**config.mk**
```make
export PLATFORM = sky130hd
export DESIGN_NAME = uart_dma_fifo
export DESIGN_NICKNAME = d
export VERILOG_FILES = /design/src/rtl/uart_dma_pkg.sv /design/src/rtl/sync_fifo.sv /design/src/rtl/uart_dma_fifo.sv
export SDC_FILE = /design/constraint.sdc
export NUM_CORES = 1
export LEC_CHECK = 0
export ABC_AREA = 1
export BUFFER_PORTS_ARGS = -buffer_cell sky130_fd_sc_hd__buf_2
export CAP_MARGIN = 5
export CORE_ASPECT_RATIO = 1.2
export CORE_UTILIZATION = 60
export CTS_CLUSTER_DIAMETER = 100
export DETAILED_ROUTE_END_ITERATION = 8
export GPL_TIMING_DRIVEN = 0
export HOLD_SLACK_MARGIN = 0.02
export PLACE_DENSITY_LB_ADDON = 0.12
export SETUP_SLACK_MARGIN = 0.5
export SYNTH_ARGS = -nofsm -noshare
export SYNTH_HDL_FRONTEND = slang
export SYNTH_SLANG_ARGS = --single-unit
```
**constraint.sdc**
```tcl
create_clock -name clk -period 6.3 [get_ports clk]
set_input_delay 1.26 -clock clk [delete_from_list [all_inputs] [get_ports clk]]
set_output_delay 1.26 -clock clk [all_outputs]
set_load 0.02 [all_outputs]
```
**src/rtl/uart_dma_pkg.sv**
```systemverilog
// Shared register map definitions for the UART RX/TX FIFO block.
package uart_dma_pkg;

    // Register offsets, selected by addr[3:2]
    typedef enum logic [1:0] {
        REG_DATA   = 2'd0,
        REG_STATUS = 2'd1,
        REG_CTRL   = 2'd2,
        REG_LEVEL  = 2'd3
    } reg_off_e;

    // STATUS bit indices
    localparam int unsigned ST_RX_EMPTY = 0;
    localparam int unsigned ST_RX_FULL  = 1;
    localparam int unsigned ST_TX_EMPTY = 2;
    localparam int unsigned ST_TX_FULL  = 3;
    localparam int unsigned ST_RX_OVF   = 4;
    localparam int unsigned ST_TX_OVF   = 5;
    localparam int unsigned ST_IRQ      = 6;

    // CTRL field positions
    localparam int unsigned CTRL_IRQ_EN  = 0;
    localparam int unsigned CTRL_THR_LSB = 8;
    localparam int unsigned CTRL_THR_MSB = 15;

    // LEVEL field base for tx_count
    localparam int unsigned LEVEL_TX_LSB = 16;

endpackage

```
**src/rtl/sync_fifo.sv**
```systemverilog
// Circular FIFO with a level counter; a push into a full FIFO is accepted
// only when a pop happens in the same cycle.
module sync_fifo #(
    parameter  int unsigned DEPTH  = 16,
    parameter  int unsigned DATA_W = 8,
    localparam int unsigned CNT_W  = $clog2(DEPTH) + 1
) (
    input  logic              clk,
    input  logic              reset,
    input  logic              push,
    input  logic              pop,
    input  logic [DATA_W-1:0] din,
    output logic [DATA_W-1:0] dout,
    output logic [CNT_W-1:0]  count,
    output logic              full,
    output logic              empty
);

    localparam int unsigned PTR_W = $clog2(DEPTH);

    logic [DATA_W-1:0] mem_q [DEPTH];
    logic [PTR_W-1:0]  rd_ptr_q, rd_ptr_d;
    logic [PTR_W-1:0]  wr_ptr_q, wr_ptr_d;
    logic [CNT_W-1:0]  count_q, count_d;
    logic              pop_eff;
    logic              push_eff;

    assign full  = (count_q == CNT_W'(DEPTH));
    assign empty = (count_q == '0);
    assign count = count_q;
    assign dout  = mem_q[rd_ptr_q];

    // Effective push/pop and next pointer/count values
    always_comb begin
        pop_eff  = pop && !empty;
        push_eff = push && (!full || pop_eff);
        rd_ptr_d = pop_eff  ? rd_ptr_q + PTR_W'(1) : rd_ptr_q;
        wr_ptr_d = push_eff ? wr_ptr_q + PTR_W'(1) : wr_ptr_q;
        count_d  = count_q;
        case ({push_eff, pop_eff})
            2'b10:   count_d = count_q + CNT_W'(1);
            2'b01:   count_d = count_q - CNT_W'(1);
            default: count_d = count_q;
        endcase
    end

    // Pointer and level registers
    always_ff @(posedge clk) begin
        if (reset) begin
            rd_ptr_q <= '0;
            wr_ptr_q <= '0;
            count_q  <= '0;
        end else begin
            rd_ptr_q <= rd_ptr_d;
            wr_ptr_q <= wr_ptr_d;
            count_q  <= count_d;
        end
    end

    // Storage array, no reset so it maps onto distributed RAM
    always_ff @(posedge clk) begin
        if (push_eff && !reset) begin
            mem_q[wr_ptr_q] <= din;
        end
    end

endmodule

```
**src/rtl/uart_dma_fifo.sv**
```systemverilog
// Memory-mapped RX/TX byte FIFO pair between the core bus and the UART bit engines.
module uart_dma_fifo
    import uart_dma_pkg::*;
#(
    parameter  logic [31:0] BASE_ADDR = 32'h0100_0000,
    parameter  int unsigned DEPTH     = 16,
    parameter  int unsigned DATA_W    = 8,
    localparam int unsigned CNT_W     = $clog2(DEPTH) + 1
) (
    input  logic              clk,
    input  logic              reset,
    input  logic [31:0]       addr,
    input  logic [31:0]       src,
    input  logic              mem_write,
    input  logic              mem_read,
    input  logic [3:0]        byte_enable,
    output logic [31:0]       read_data,
    input  logic              rx_valid,
    input  logic [DATA_W-1:0] rx_data,
    output logic              tx_valid,
    output logic [DATA_W-1:0] tx_data,
    input  logic              tx_ready,
    output logic              irq
);

    logic              sel;
    logic              bus_rd;
    logic              bus_wr;
    reg_off_e          off;
    logic              rx_pop_req;
    logic              tx_push_req;
    logic              tx_pop_req;
    logic              status_wr;
    logic              ctrl_wr;

    logic [DATA_W-1:0] rx_dout;
    logic [DATA_W-1:0] tx_dout;
    logic [CNT_W-1:0]  rx_count;
    logic [CNT_W-1:0]  tx_count;
    logic              rx_full, rx_empty;
    logic              tx_full, tx_empty;

    logic              rx_ovf_q, rx_ovf_d;
    logic              tx_ovf_q, tx_ovf_d;
    logic              irq_en_q, irq_en_d;
    logic [7:0]        rx_thr_q, rx_thr_d;
    logic              irq_q, irq_d;

    logic              unused_bits;

    assign unused_bits = ^{addr[1:0], src, byte_enable};

    // Bus decode; an access with both strobes high is ignored entirely
    always_comb begin
        sel         = (addr[31:4] == BASE_ADDR[31:4]) && (mem_write ^ mem_read);
        bus_rd      = sel && mem_read;
        bus_wr      = sel && mem_write;
        off         = reg_off_e'(addr[3:2]);
        rx_pop_req  = bus_rd && (off == REG_DATA);
        tx_push_req = bus_wr && (off == REG_DATA) && byte_enable[0];
        status_wr   = bus_wr && (off == REG_STATUS) && byte_enable[0];
        ctrl_wr     = bus_wr && (off == REG_CTRL) && byte_enable[0];
        tx_pop_req  = !tx_empty && tx_ready;
    end

    sync_fifo #(
        .DEPTH  (DEPTH),
        .DATA_W (DATA_W)
    ) u_rx_fifo (
        .clk   (clk),
        .reset (reset),
        .push  (rx_valid),
        .pop   (rx_pop_req),
        .din   (rx_data),
        .dout  (rx_dout),
        .count (rx_count),
        .full  (rx_full),
        .empty (rx_empty)
    );

    sync_fifo #(
        .DEPTH  (DEPTH),
        .DATA_W (DATA_W)
    ) u_tx_fifo (
        .clk   (clk),
        .reset (reset),
        .push  (tx_push_req),
        .pop   (tx_pop_req),
        .din   (src[DATA_W-1:0]),
        .dout  (tx_dout),
        .count (tx_count),
        .full  (tx_full),
        .empty (tx_empty)
    );

    assign tx_valid = !tx_empty;
    assign tx_data  = tx_empty ? '0 : tx_dout;
    assign irq      = irq_q;

    // Next-state for sticky flags, CTRL and the interrupt; a same-cycle set beats a clear
    always_comb begin
        rx_ovf_d = rx_ovf_q;
        tx_ovf_d = tx_ovf_q;
        irq_en_d = irq_en_q;
        rx_thr_d = rx_thr_q;
        if (status_wr && src[ST_RX_OVF]) rx_ovf_d = 1'b0;
        if (status_wr && src[ST_TX_OVF]) tx_ovf_d = 1'b0;
        if (rx_valid && rx_full && !rx_pop_req) rx_ovf_d = 1'b1;
        if (tx_push_req && tx_full && !tx_pop_req) tx_ovf_d = 1'b1;
        if (ctrl_wr) begin
            irq_en_d = src[CTRL_IRQ_EN];
            rx_thr_d = src[CTRL_THR_MSB:CTRL_THR_LSB];
        end
        irq_d = irq_en_q &&
                (((9'(rx_count) >= 9'(rx_thr_q)) && (rx_thr_q != '0)) || rx_ovf_q);
    end

    // Control/status registers
    always_ff @(posedge clk) begin
        if (reset) begin
            rx_ovf_q <= 1'b0;
            tx_ovf_q <= 1'b0;
            irq_en_q <= 1'b0;
            rx_thr_q <= '0;
            irq_q    <= 1'b0;
        end else begin
            rx_ovf_q <= rx_ovf_d;
            tx_ovf_q <= tx_ovf_d;
            irq_en_q <= irq_en_d;
            rx_thr_q <= rx_thr_d;
            irq_q    <= irq_d;
        end
    end

    // Combinational read mux; zero unless a valid read selects this block
    always_comb begin
        read_data = '0;
        if (bus_rd) begin
            case (off)
                REG_DATA: begin
                    read_data[DATA_W-1:0] = rx_empty ? '0 : rx_dout;
                end
                REG_STATUS: begin
                    read_data[ST_RX_EMPTY] = rx_empty;
                    read_data[ST_RX_FULL]  = rx_full;
                    read_data[ST_TX_EMPTY] = tx_empty;
                    read_data[ST_TX_FULL]  = tx_full;
                    read_data[ST_RX_OVF]   = rx_ovf_q;
                    read_data[ST_TX_OVF]   = tx_ovf_q;
                    read_data[ST_IRQ]      = irq_q;
                end
                REG_CTRL: begin
                    read_data[CTRL_IRQ_EN]               = irq_en_q;
                    read_data[CTRL_THR_MSB:CTRL_THR_LSB] = rx_thr_q;
                end
                REG_LEVEL: begin
                    read_data[CNT_W-1:0]                         = rx_count;
                    read_data[LEVEL_TX_LSB+CNT_W-1:LEVEL_TX_LSB] = tx_count;
                end
                default: read_data = '0;
            endcase
        end
    end

endmodule

```
* Yosys cells after proc, flatten, opt, wreduce, memory -nomap -nowiden
Memories as Yosys holds them, arrays and structs flattened. A register that Yosys moved wholly into a read port is not among the register bits.
Cells that the tools add are included.
** Storage, ports and cells
- Bits in read-only memories :: 0
- Flip-flop bits (word level) :: 38
- Logic and storage cells :: 99
- Bits in writable memories :: 256
- Memories kept :: 2
- Bits of input ports :: 82
- Output and inout port bits :: 42
- Bits in latches :: 0
** Cells by class
- Equal/unequal tests :: 10
- Bitwise gates (word level) :: 1
- Reduce and logical (&&, ||, !) cells :: 43
- Div/mod/pow operators :: 0
- Magnitude comparators :: 1
- $mul :: 0
- $add $sub $neg :: 8
- Muxes and demuxes :: 23
- Shifts and indexed selects :: 0
** Memory list
- u_rx_fifo.mem_q :: depth 16, bits a word 8, rd ports 1, clocked after Yosys merged registers in 1, write ports 1, RTL line sync_fifo.sv:21 : logic [DATA_W-1:0] mem_q [DEPTH];
- u_tx_fifo.mem_q :: depth 16, bits a word 8, rd ports 1, clocked after Yosys merged registers in 1, write ports 1, RTL line sync_fifo.sv:21
** Operator list (number)
- 28-bit by 21-bit == test with 1-bit output, second input constant :: 1
- 1-bit logical AND :: 25
- 8-bit 2-to-1 mux :: 3
- 21-bit 2-to-1 mux :: 1
- 5-bit one-hot mux with 2 select lines :: 2
- 4-bit by 1-bit adder with 4-bit output, second input constant :: 4
- 4-bit 2-to-1 mux :: 4
- 4-bit one-hot mux with 3 select lines :: 1
- 5-bit by 1-bit adder with 5-bit output, second input constant :: 2
- 5-bit == test, second input constant :: 2
- 5-bit logical NOT :: 2
- 5-bit by 1-bit subtractor with 5-bit output, second input constant :: 2
- 1-bit 2-to-1 mux :: 9
- 2-bit == test, second input constant :: 4
- 5-bit by 8-bit >= comparator with 1-bit output :: 1
- 2-bit nonzero test :: 4
- 8-bit nonzero test :: 1
- 1-bit logical NOT :: 7
- 2-bit by 1-bit == test with 1-bit output, second input constant :: 3
- 5-bit 2-to-1 mux :: 1
- 1-bit one-hot mux with 4 select lines :: 1
- 2-bit one-hot mux with 2 select lines :: 1
- 1-bit logical OR :: 3
- 2-bit logical NOT :: 1
- 1-bit XOR :: 1

* Depth between registers and ports, before layout
- Depth in word-level cells :: 10
- Depth in mapped cells :: 20
- Gate-level depth less buffers :: 20

* Modules after synthesis
Synthesis repeated with hierarchy kept, for this count alone.
** Unflattened totals
- Cells, all modules :: 1322
- Area total of the unflattened synthesis :: 13610.6 µm²
** Modules (own cells, without submodules)
- sync_fifo :: seq. area each 4184.0 µm², instances 2, area each 6149.6 µm², cells each 538
- uart_dma_fifo :: seq. area each 240.2 µm², instances 1, area each 1311.3 µm², cells each 246

* Worst setup path before layout
Ideal clock, no wire load.
- Path type :: input-to-output
- Start point :: in addr[19]
- End point :: out read_data[10]
- Buffers on the path :: 1
- Arrival time :: 2500 ps
- Required time :: 5040 ps
- Setup slack :: 2540 ps
- Cell stages on the path :: 8
- Cell sequence :: nor2_1 nand2_1 nor2_1 nand2_1 nor2_4 nand2_4 clkbuf_1 nor3_1
** On the way
- Cells in the longest elaborated chain, start to end :: 4
** Ends and longest elaborated chain
- start, declared :: RTL line uart_dma_fifo.sv:12 : input logic [31:0] addr,
- 28-bit by 21-bit == test with 1-bit output :: RTL line uart_dma_fifo.sv:55 : sel = (addr[31:4] == BASE_ADDR[31:4]) && (mem_write ^ mem_read);
- 1-bit logical AND :: RTL line uart_dma_fifo.sv:55
- 1-bit logical AND :: RTL line uart_dma_fifo.sv:56 : bus_rd = sel && mem_read;
- 21-bit 2-to-1 mux :: RTL line uart_dma_fifo.sv:138 : if (bus_rd) begin
- end, declared :: RTL line uart_dma_fifo.sv:17 : output logic [31:0] read_data,
Every way passes these cells.

* Final worst setup path
- Start point :: in addr[11]
- End point :: out read_data[6]
Same word-level chain as after synthesis.

==> metrics.txt <==
outcome=complete, no violations; number of routed nets with antenna violations=0; Finish-stage setup viols=0; Via density=5.853; clk root buf=clkbuf_16; Primary FF master, synth=edfxtp_1; detailed-route wire length per cell=19.61 µm; Clk pin slew, worst setup/hold paths=0.07 ns; Crit Path Class=in -> out; Async SR Flop Fraction=0%; critical path fanouts, max=8; area of the die=22190 µm²; FP Rows=58; First-pass DRT Iterations=5; worst setup path startpoint=addr[11]; total number of vias=9277; CP Capture Type=output port; cell area after layout=14670 µm²; drt drc=0; fin crit period=4.339 ns; Setup crit end=read_data[6]; placed inst area=13780 µm²; Hold Fails Final Rpt=0; area share of the largest cell type after synthesis=59.32%; Avg Cell Area, Syn=11.13 µm²; share of post-route cells with drive strength above 1=13.61%; antenna cells=0; Sum Neg Setup Slack=0 ns; leakage dissipation=5.295 nW; Comb pwr share=3.0%; Area contributors post-synth=edfxtp_1 59%, dfxtp_1 7.1%, nor2_1 7.0%, o21ai_0 6.3%, nand2_1 2.6%; most used cell along the critical path=nand2_1; CTS tree=built; Slowest cell on crit path=nor2_2; period utilisation layout=68.87%; distinct cell type count of the synthesized netlist=40; Worst IR Drop VDD=0.2415 mV; cell internal pwr=3.127 mW; Final nets=1398; H-Tree Depth=1; width of the die=136.2 µm; CP startpoint kind=primary input; PnR worst setup slack=1.961 ns; register bit total from synthesis=302; Net Switching=0.8018 mW; Core ar.=21050 µm²; CTS sink count=302; CP Data Required Time=5.04 ns; initial antenna violation count=0; fillers=1558; Post-Syn Instances=1164; Reg2Reg Depth=15; cell taking the most area after synthesis=edfxtp_1; DR iter-0 viols=798; clock tree buffer depth=3; Max-Slew Margin vs Limit=30.13%; first-pass GRT wire length=47.13 mm; final wirelength=31.09 mm; HPWL after detailed placement=21.25 mm; Net Sw Frac=20.41%; Initial Utilization=61.58%; total power=3.928 mW; clock latency on the worst-skew pair=0.55 ns; post-CTS setup buffer count=0; Power Dens Cells=267.8 nW/µm²; gr ovfl total=0; register area share after synthesis=66.43%; clock buffer count from CTS=28; reg2reg setup slack=3.34 ns; worst-path cell chain=buf_2 -> nor2_1 -> nand2_1 -> nor2_1 -> nand2_1 -> nor2_4 -> nand2_4 -> nor2_2 -> nand3_1 -> nand2_1 -> buf_2; Synth-to-Final Area Change=13.21%; Layout Skew=0.01132 ns; input/output buffers=90; Ports=124; worst slew pin tran=1.044 ns; Slew Limit Fails=0; vias in the first global route=8746; Hold Path Class=reg -> reg; reg2reg start=u_rx_fifo.count[2]; WP data arrival=3.08 ns; sequential share of power=55.5%; cts hold-fix bufs=0; pre-CTS setup slack=1.993 ns; EDFF count, synth=256; post_cts resized=0; RSZ-0062 raised after global routing=no; Clock Power Share=41.5%; largest net degree at the start of global routing=18; Mapped Area=12960 µm²; GRT Overall Usage=28.50%; fmax=230.5 MHz; Synth Warn #=0; Placer Congestion=0.8771; RR Endpoint=u_rx_fifo.count[4]; Max Cap Viol=0; largest stage delay on the critical path=0.45 ns; Die Ht=163.0 µm
==> power groups by stage <==
stage	Clock, mW	Combinational, mW	Sequential (mW)
2_1_floorplan	0	0.0568	2.22
3_3_place_gp	0	0.113	2.22
3_5_place_dp	0	0.116	2.22
4_1_cts	1.64	0.117	2.18
5_1_grt	1.72	0.129	2.18
6_report	1.63	0.117	2.18
==> worst min path at each step <==
stage                   from  slack, ns  endpoint  cells past startpoint
finish              tx_ovf_q       0.48  tx_ovf_q                      2
global route        irq_en_q       0.50       irq                      2
CTS                 irq_en_q       0.46       irq                      2
detailed placement  irq_en_q       0.45       irq                      2
global placement    irq_en_q       0.44       irq                      2
floorplan           irq_en_q       0.43       irq                      2
==> area by class of cell <==
type                       count  area, µm²  area share, %
buffer                        62      286.5          1.953
clock buffer                  37      785.8          5.356
clock inverter                14      100.1         0.6823
inverter                      72      270.3          1.842
multi-input combinational    738       3831          26.12
sequential                   302       8608          58.68
tap                          270      337.8          2.303
timing repair buffer          90      450.4          3.070
==> Yosys cell counts (all sizes together), types with 10 or more instances <==
cell type and number:
buf 17, o221ai 36, nor3 15, a21oi 34, a211oi 10, edfxtp 256, inv 70, o22ai 25
clkbuf 45, o21ai 166, nand3 48, ha 21, dfxtp 46, nand2 97, nor2 245
==> cell usage in the layout, fill, tap and decap left out, types with 3 or more instances in the layout <==
cell | Yosys | routed
inv_2 | 4 | 4
nor3_1 | 15 | 15
dfxtp_1 | 46 | 46
inv_1 | 66 | 66
buf_4 | 11 | 11
o221ai_1 | 36 | 36
clkinv_2 | 0 | 8
nand2_4 | 6 | 6
ha_1 | 21 | 21
nand3_1 | 48 | 48
xnor2_1 | 3 | 3
o211ai_1 | 5 | 5
clkbuf_16 | 0 | 29
nand4_1 | 6 | 6
a21oi_1 | 34 | 34
clkinv_1 | 2 | 4
edfxtp_1 | 256 | 256
nor2_1 | 240 | 240
buf_2 | 4 | 94
a211oi_2 | 9 | 9
conb_1 | 1 | 11
xor2_1 | 6 | 6
o22ai_1 | 25 | 25
o21ai_0 | 162 | 162
clkbuf_1 | 45 | 50
clkbuf_8 | 0 | 3
nand2_1 | 90 | 90
==> registers in the layout (all words and copies together), names as in the netlist, 5 cells and up, named ones only <==
signal	flops
u_tx_fifo.mem_q	128
u_rx_fifo.count	5
u_tx_fifo.count	5
rx_thr_q	8
u_rx_fifo.mem_q	128
==> stage by stage <==
| stage | hold slack, ns | utilization [%] | instances |
|---|---|---|---|
| after floorplan | 0.4313 | - | 1174 |
| after global placement | 0.4450 | 65.50 | 1534 |
| after detailed placement | 0.4513 | 65.50 | 1534 |
| after CTS | 0.4613 | 69.71 | 1585 |
| after global routing | 0.5044 | 69.71 | 1585 |
| final | 0.4762 | 69.71 | 1585 |
==> critical path, delay by kind of cell <==
family                 cells  cell delay [ns]
buffers and inverters      2             0.26
and+or+nand+nor            9             1.54
==> per-layer routing <==
metal / vias to the layer above / share of wire, % / GRT usage [%]
met2: 368 / 51 / 49.54
li1: 4408 / - / -
met5: - / 0 / 0
met1: 4419 / 39 / 36.06
met4: 0 / 3.5 / 11.52
met3: 82 / 6.3 / 3.455
==> logic make-up after synthesis <==
group,Yosys count,share of synthesized area (%)
buffers and inverters,134,4.297
AO/OA/AOI/OAI,283,13.08
adder cells (fa/ha/maj),22,2.182
flip-flops,302,66.43
AND/OR/NAND/NOR,413,13.37
XOR/XNOR,9,0.6083
other,1,0.02894
No activity file was read; power rests on OpenSTA's default activity.
